===== src/rtl/id_decode_stage.sv =====
// Instruction-decode stage: register file, operand resolution with EX/WB
// forwarding, two-byte LDI handling and HALT latch. Producer side of ID/EX.
module id_decode_stage #(
  parameter logic [3:0] LDI_OP  = 4'h7,
  parameter logic [3:0] HALT_OP = 4'hF
) (
  input  logic       clk,
  input  logic       reset,
  input  logic       in_valid,
  input  logic [7:0] in_instr,
  input  logic       ex_we,
  input  logic [1:0] ex_rd,
  input  logic [7:0] ex_result,
  input  logic       wb_we,
  input  logic [1:0] wb_rd,
  input  logic [7:0] wb_data,
  output logic [3:0] out_opcode,
  output logic [1:0] out_rd,
  output logic [7:0] out_data1,
  output logic [7:0] out_data2,
  output logic       halted
);

  typedef enum logic [1:0] {
    DECODE = 2'd0,
    IMM    = 2'd1,
    HALT   = 2'd2
  } state_t;

  state_t     state;
  state_t     state_next;
  logic [1:0] pend_rd;
  logic [1:0] pend_rd_next;
  logic [7:0] regs [4];

  logic [3:0] op;
  logic [1:0] rd;
  logic [1:0] rs;

  assign op = in_instr[7:4];
  assign rd = in_instr[3:2];
  assign rs = in_instr[1:0];

  // EX result wins over WB data, which wins over the stored register
  function automatic logic [7:0] resolve(input logic [1:0] a);
    if (ex_we && (ex_rd == a))
      return ex_result;
    else if (wb_we && (wb_rd == a))
      return wb_data;
    else
      return regs[a];
  endfunction

  // Register file: cleared by reset, otherwise written from writeback (also while halted)
  always_ff @(posedge clk) begin
    if (reset) begin
      for (int unsigned i = 0; i < 4; i++) regs[i] <= '0;
    end else if (wb_we) begin
      regs[wb_rd] <= wb_data;
    end
  end

  // FSM state and pending LDI destination
  always_ff @(posedge clk) begin
    if (reset) begin
      state   <= DECODE;
      pend_rd <= '0;
    end else begin
      state   <= state_next;
      pend_rd <= pend_rd_next;
    end
  end

  // Next-state and issue logic; any non-issuing cycle drives an all-zero bubble
  always_comb begin
    state_next   = state;
    pend_rd_next = pend_rd;
    out_opcode   = '0;
    out_rd       = '0;
    out_data1    = '0;
    out_data2    = '0;
    case (state)
      DECODE: begin
        if (in_valid) begin
          if (op == HALT_OP) begin
            state_next = HALT;
          end else if (op == LDI_OP) begin
            pend_rd_next = rd;
            state_next   = IMM;
          end else if (op != 4'h0) begin
            out_opcode = op;
            out_rd     = rd;
            out_data1  = resolve(rd);
            out_data2  = resolve(rs);
          end
        end
      end
      IMM: begin
        if (in_valid) begin
          out_opcode = LDI_OP;
          out_rd     = pend_rd;
          out_data1  = resolve(pend_rd);
          out_data2  = in_instr;
          state_next = DECODE;
        end
      end
      default: ;
    endcase
    if (reset) begin
      out_opcode = '0;
      out_rd     = '0;
      out_data1  = '0;
      out_data2  = '0;
    end
  end

  assign halted = (state == HALT) && !reset;

endmodule


===== config.mk =====
export PLATFORM = sky130hd
export DESIGN_NAME = id_decode_stage
export DESIGN_NICKNAME = d
export VERILOG_FILES = /design/src/rtl/id_decode_stage.sv
export SDC_FILE = /design/constraint.sdc
export NUM_CORES = 1
export LEC_CHECK = 0
export BUFFER_PORTS_ARGS = -buffer_cell sky130_fd_sc_hd__buf_2
export CORE_MARGIN = 2
export CORE_UTILIZATION = 57
export DETAILED_ROUTE_END_ITERATION = 6
export GPL_ROUTABILITY_DRIVEN = 0
export GPL_TIMING_DRIVEN = 1
export PLACE_DENSITY = 0.81
export SLEW_MARGIN = 10
export SYNTH_ARGS = -nofsm -noshare
export SYNTH_HDL_FRONTEND = slang
export SYNTH_SLANG_ARGS = --single-unit

===== constraint.sdc =====
create_clock -name clk -period 2.1 [get_ports clk]
set_clock_uncertainty 0.15 [all_clocks]
set_input_delay 0.105 -clock clk [delete_from_list [all_inputs] [get_ports clk]]
set_output_delay 0.105 -clock clk [all_outputs]
set_load 0.005 [all_outputs]

# [Word level (Yosys, flattened, before mapping)]
# Memory sizes are Yosys's and may differ from the RTL's. A register that Yosys moved wholly into a read port is not among the register bits.
# Index checks and enable logic that the tools add are counted.
[totals] reg_bits=4 ramBits=32 in_bits=33 out_inout_bits=23 wordCells=80 memories=1
[mem_list] memory="regs" depth=4 word_bits=8 rd=3 rd_ports_with_merged_regs=1 wr=4 line_no="34" source="logic [7:0] regs [4];"
[op_classes] eq_ne=13 mux=49 bitwise=1 n_reduce_logical=14
[op_table] cell="8-bit 2-to-1 mux" n=19
[op_table] cell="8-bit case mux with 2 select lines" n=2
[op_table] cell="2-bit 2-to-1 mux" n=13
[op_table] cell="4-bit 2-to-1 mux" n=5
[op_table] cell="2-bit equality test" n=6
[op_table] cell="2-bit case mux with 2 select lines" n=2
[op_table] cell="4-bit case mux with 2 select lines" n=1
[op_table] cell="4-bit AND reduction" n=2
[op_table] cell="8-bit OR reduction" n=1
[op_table] cell="1-bit logical AND" n=7
[op_table] cell="1-bit 2-to-1 mux" n=6
[op_table] cell="4-bit by 3-bit equality test with 1-bit output (second input constant)" n=1
[op_table] cell="4-bit equality test (second input constant)" n=1
[op_table] cell="2-bit != test (second input constant)" n=2
[op_table] cell="4-bit nonzero test" n=1
[op_table] cell="3-bit 2-to-1 mux" n=1
[op_table] cell="3-bit != test (second input constant)" n=1
[op_table] cell="2-bit by 1-bit equality test with 1-bit output (second input constant)" n=1
[op_table] cell="2-bit equality test (second input constant)" n=1
[op_table] cell="2-bit zero test" n=1
[op_table] cell="2-bit nonzero test" n=1
[op_table] cell="1-bit zero test" n=1
[op_table] cell="1-bit inverter" n=1

# [Logic depth before layout (Yosys ltp)]
# Gate-level depths: netlist of run 1.
[depth] word_depth=10 depth_mapped=6 depth_no_buf=4

# [Least setup slack after synthesis of run 1]
# Ideal clock, no wire load.
[synth_path] path_kind="reg2out" start="register state[0]" end="output out_data2[0]" arrival_time_ps=1488 required_ps=1845 path_slack_ps=357 stages_incl_launch_ff=6 path_buffers=1 path_cell_list="dfxtp_1 -> clkbuf_1 -> or3b_1 -> nor4_4 -> o21ai_1 -> o21ai_1"
[synth_via] elab_chain_cells=3 elab_cells_between_ends=4 classes_between="eq/ne (1); mux (2); reduce/logical (1)"
[synth_lines] item="start: declaration" line_no="30" source="state_t state;"
[synth_lines] item="start signal: assignment" line_no="69" source="state <= state_next;"
[synth_lines] item="2-bit by 1-bit equality test with 1-bit output or 2-bit zero test (tied branches)" line_no="82" source="case (state)"
[synth_lines] item="8-bit case mux with 2 select lines (*)" line_no="82"
[synth_lines] item="8-bit 2-to-1 mux (*)" line_no="109" source="if (reset) begin"
[synth_lines] item="end: declaration" line_no="20" source="output logic [7:0] out_data2,"
# Every way passes the cells marked *; elsewhere a longest branch is shown, timed or not.

==> impl_metrics.yaml, run 1 <==
floorplan:
  die-area_um2: 6200
  rows: 27
  start_util: 0.585
  fp.dieW_um: 78.7
  core_um2: 5440
  die_y_um: 78.7
  ioPinCount: 56
logic_synthesis:
  synth_warnings: 0
  synthFlopType: "edfxtp_1"
  synth_seq_cells: 38
  synthTopCellsByArea: "edfxtp_1 30%, mux4_2 16%, and2_1 6.3%"
  yosysTopAreaCellShare: 0.302
  yosysSeqAreaShare: 0.339
  synth_cell_type_count: 49
  synth_edf_count: 32
  syn_nets: 326
  syn_area_um2: 3180
  async_flop_share: 0
  syn_inst: 293
  yosysTopAreaCell: "edfxtp_1"
  avgSynthCellArea_um2: 10.9
grt:
  grt_max_degree: 19
  grt_remaining_overflow: 0
  grt_antenna_before_repair: 0
  track_usage: 0.271
  grt_pass1_vias: 2549
  grt_pass1_wl_um: 13200
clock_network:
  cts_root_buf: "clkbuf_8"
  cts_sinks: 38
  cts_tree: "yes"
  h-tree-depth: 2
  clockBufferDepth: 2
  clk_pin_slew_ns: 0.07
  numCtsBuffers: 5
  insertion_delay_ns: 0.28
detailed_routing:
  num_vias: 2824
  viasPerCell: 6.58
  routedWlPerCell_um: 19.2
  drtAntennaViolNets: 0
  drt_pass1_iterations: 6
  drc: 0
  routed_wl_um: 8230
  first_iter_violations: 221
status:
  violations: "setup timing"
  outcome: "complete, but fails checks"
setup_path:
  crit_end: "out_data1[5]"
  cp_data_arrival_time_ns: 1.86
  r2r_setup_slack_ns: 0.51
  required_ns: 1.85
  worstReg2RegEnd: "pend_rd[0]"
  worst_setup_path_start_kind: "flop"
  endpoint_kind: "output pin"
  startpoint: "regs[2][5]"
  path_max_fanout: 3
  rr_worst_depth: 4
  critical_path_class: "flop to output pin"
  r2r-start: "state[1]"
power:
  sw_frac_of_total: 0.294
  p_comb_frac: 0.294
  p_switching_mw: 0.576
  p_leak_nw: 1.43
  seqPwrFrac: 0.465
  clockPowerShare: 0.241
  p_per_area_nw_per_um2: 518
  p_int_mw: 1.38
  vdd_drop_max_mv: 0.484
placement:
  hpwl_um: 6100
  dpl.cell_count: 413
  io_buffers: 55
finish:
  fill_cells: 394
  layout.area.seq_um2: 1080
  antennaDiodeCount: 0
  drive_gt1_frac: 0.373
  multi_input_area_um2: 2010
  area_growth_pct: 18.5
  finalNetCount: 389
  layout.cells.non_filler: 429
  final_core_util: 0.694
timing:
  fin_crit_sh: 1.01
  timing.fmax_mhz: 473
  slew_headroom: 0.478
  max_slew.worst_pin.slew_ns: 0.776
  fin_crit_ns: 2.12
  setup_violations: 2
  setup_slack_ns: -0.0162
  rsz0062_at_grt: "yes"
  drv_slew: 0
  hold_violations: 0
min_path:
  hold_class: "primary input to flop"
job:
  cap_viol_max_count: 0
## power by group through the flow
stage / clock, mW / combinational (mW) / sequential [mW]
after floorplan: 0 / 0.367 / 0.907
after global placement: 0 / 0.514 / 0.918
after detailed placement: 0 / 0.522 / 0.924
after CTS: 0.482 / 0.545 / 0.906
after global routing: 0.510 / 0.618 / 0.914
final: 0.471 / 0.574 / 0.909
## stage by stage
step	setup slack (ns)	instance area, um2	TNS (ns)	hold WS (ns)	total power [mW]
detailed placement	0.139	3560	0	0.305	1.45
finish	-0.0162	3770	-0.0309	0.00918	1.95
floorplan	0.357	3180	0	0.147	1.27
global route	-0.0889	3770	-0.490	0.0195	2.04
global placement	0.156	3560	0	0.303	1.43
CTS	-0.0113	3710	-0.0325	0.000452	1.93
## worst min path at each step
stage                        start        to  slack (ns)  cells after the start
after floorplan           in_valid  state[1]        0.15                      2
after global placement    in_valid  state[1]        0.30                      3
after detailed placement  in_valid  state[1]        0.31                      3
after CTS                 in_valid  state[1]      0.0005                      3
after global routing      in_valid  state[1]        0.02                      3
final                     in_valid  state[1]       0.009                      3
## routing by layer
layer / share of wire / global-route usage
met1: 0.41 / 0.369
met2: 0.50 / 0.449
met3: 0.086 / 0.0477
met4: 0.011 / 0.0754
met5: 0 / 0
## what timing repair did
item	CTS	global route
hold buffers	0	0
pin swaps	14	6
setup endpoints to repair	18	18
buffers inserted	7	1
resized for setup	4	9
## worst max-delay path: stages (launching register included)
cell and delay, ns:
edfxtp_1 0.43, mux4_2 0.50, o31a_1 0.13, o311ai_2 0.21, a221oi_1 0.14, buf_2 0.16
## sequential cells by signal, summed over array words and instances (netlist names), named ones only
signal	count
regs	32
pend_rd	2
state	2
## placed cells by master, fill, tap and decap left out, types with 3 or more instances in the layout
cell      Yosys  routed
a221oi_1      8       7
o211a_1       8       8
o21ai_1      16      16
and3_1        3       3
edfxtp_1     32      32
nand2_1      22      22
and2_1       32      32
xnor2_2       4       4
buf_2         9      55
nor2_1       10      10
nand4b_1      8       8
o31a_1        7       7
nor3_1       10       9
mux4_2       23      24
nor3b_1       4       4
buf_4         1      19
o311ai_2      0       4
o311ai_1      8       4
inv_1         9       9
dfxtp_1       6       5
xnor2_1       4       4
a21oi_1       4       4
o21ai_0       8       8
mux2i_1      10      10
nand4_1       9       9
clkbuf_8      0       5
## cell families after synthesis
group,after synthesis,synth area share
flops,38,0.339
simple gates,112,0.215
compound gates,66,0.150
xor+xnor,12,0.0472
buf+inv,31,0.0464
mux,34,0.202
## cell type report
class / instances / area share
sequential: 38 / 0.287
clock inverter: 2 / 0.00232
multi-input combinational: 224 / 0.533
timing repair buffer: 77 / 0.124
tap: 72 / 0.0239
inverter: 10 / 0.0103
clock buffer: 6 / 0.0192
## synth_stat cells (all sizes together) (2+ instances only)
cell	n
a211oi	2
a21oi	4
o31a	8
edfxtp	32
nand4b	8
mux4	24
o21ai	24
inv	9
xnor2	8
nor3b	4
nand2	22
a221oi	8
nor4b	2
and2	32
clkbuf	6
and3	3
mux2i	10
buf	15
or2	2
nand2b	2
o211a	8
nor3	11
dfxtp	6
nor4	2
o311ai	8
nor2	11
nand4	9
xor2	4
Note: power is estimated with default switching activity, not from simulation.
==> run 2: changes to the inputs <==
SKIP_CTS_REPAIR_TIMING = 1   (was not set)
==> run 2 against run 1 <==
Net effect: the flow still finishes with violations (setup timing); fmax shrank 0.92%; clock power is essentially flat; utilization grew 1.4 points; first-iteration DRC count grew 6.3%; largest power group unchanged; setup slack lost 0.020 ns; cell area grew 2.0%.
==> impl_metrics.yaml, run 2 (same netlist as run 1, synthesis figures left out) <==
status:
  outcome: "complete, but fails checks"
  violations: "setup timing"
detailed_routing:
  first_iter_violations: 235
  routedWlPerCell_um: 19.5
  drt_pass1_iterations: 6
  routed_wl_um: 8430
  drc: 0
  drtAntennaViolNets: 0
  viasPerCell: 6.53
  num_vias: 2823
clock_network:
  clk_pin_slew_ns: 0.08
  cts_root_buf: "clkbuf_8"
  h-tree-depth: 2
  clockBufferDepth: 2
  numCtsBuffers: 5
  cts_sinks: 38
  cts_tree: "yes"
  insertion_delay_ns: 0.29
setup_path:
  endpoint_kind: "output pin"
  worst_setup_path_start_kind: "flop"
  path_max_fanout: 8
  critical_path_class: "flop to output pin"
  required_ns: 1.85
  cp_data_arrival_time_ns: 1.88
finish:
  layout_commonest_cell: "buf_2"
  area_growth_pct: 20.9
  finalInstanceArea_um2: 3850
  antennaDiodeCount: 0
  finalNetCount: 392
  largest-register: "regs"
  drive_gt1_frac: 0.394
  reg.largest.list: "regs (32), pend_rd (2), state (2)"
  largest_reg_flops: 32
  final_core_util: 0.708
  layout_common_cells: "55 x buf_2, 32 x and2_1, 32 x edfxtp_1"
  layout.cells.non_filler: 432
timing:
  drv_slew: 0
  rsz0062_at_grt: "yes"
  timing.fmax_mhz: 468
  max_slew.worst_pin.slew_ns: 0.727
  fin_crit_sh: 1.02
  slew_headroom: 0.512
  setup_violations: 7
  setup_slack_ns: -0.0359
  hold_violations: 0
  fin_crit_ns: 2.14
  tns_ns: -0.101
placement:
  hpwl_um: 6100
  dpl.cell_count: 413
  io_buffers: 55
  post_dp_cell_area_um2: 3560
floorplan:
  start_util: 0.585
  die-area_um2: 6200
  fp.dieW_um: 78.7
  rows: 27
  die_y_um: 78.7
  ioPinCount: 56
  core_um2: 5440
grt:
  grt_remaining_overflow: 0
  grt_antenna_before_repair: 0
  grt_max_degree: 19
  track_usage: 0.264
  grt_pass1_wl_um: 12900
  grt_pass1_vias: 2489
power:
  p_per_area_nw_per_um2: 513
  vdd_drop_max_mv: 0.485
  p_leak_nw: 1.45
min_path:
  hold_class: "primary input to flop"
job:
  cap_viol_max_count: 0
[run 2: metal layers]
layer	wire length, um	vias to the layer above	part of all wire	track usage
met5	0	-	0	0
met4	106	0	0.013	0.0667
met3	680	13	0.081	0.0455
met2	4240	166	0.50	0.441
met1	3400	1358	0.40	0.362
li1	-	1286	-	-
[run 2: per-stage QoR]
| step | setup slack, ns | power (mW) | hold WS [ns] |
|---|---|---|---|
| finish | -0.0359 | 1.97 | 0.00747 |
| global route | -0.101 | 2.06 | 0.0143 |
| CTS | -0.137 | 1.92 | 0.00825 |
| detailed placement | 0.139 | 1.45 | 0.305 |
| global placement | 0.156 | 1.43 | 0.303 |
| floorplan | 0.357 | 1.27 | 0.147 |
[run 2: critical path: stages, from the launching register on]
cell and delay, ns:
dfxtp_4 0.35, or3b_4 0.43, nor4_4 0.30, buf_6 0.17
o21ai_2 0.06, o21ai_1 0.14, buf_2 0.13
[run 2: layout make-up]
| cell class | instances | area [um2] |
|---|---|---|
| Multi-Input combinational cell | 224 | 2060 |
| Fill cell | 375 | 1590 |
| Sequential cell | 38 | 1080 |
| Timing Repair Buffer | 80 | 492 |
| Tap cell | 72 | 90.1 |
| Clock buffer | 6 | 72.6 |
| Inverter | 10 | 38.8 |
| Clock inverter | 2 | 8.76 |
[run 2: worst paths after layout]
check	endpoint	cells after the start	start	slack (ns)
setup / recovery	out_data2[2]	6	state[1]	-0.04
hold / removal	state[1]	3	in_valid	0.007
setup reg to reg	flop	5	state[1]	0.40
hold reg to reg	pend_rd[1]	2	pend_rd[1]	0.45
[run 2: power by group]
group          internal [mW]  switching [mW]  leakage, nW
sequential             0.870          0.0368        0.362
combinational          0.289           0.308         1.05
clock                  0.228           0.242       0.0426
total                   1.39           0.586         1.45
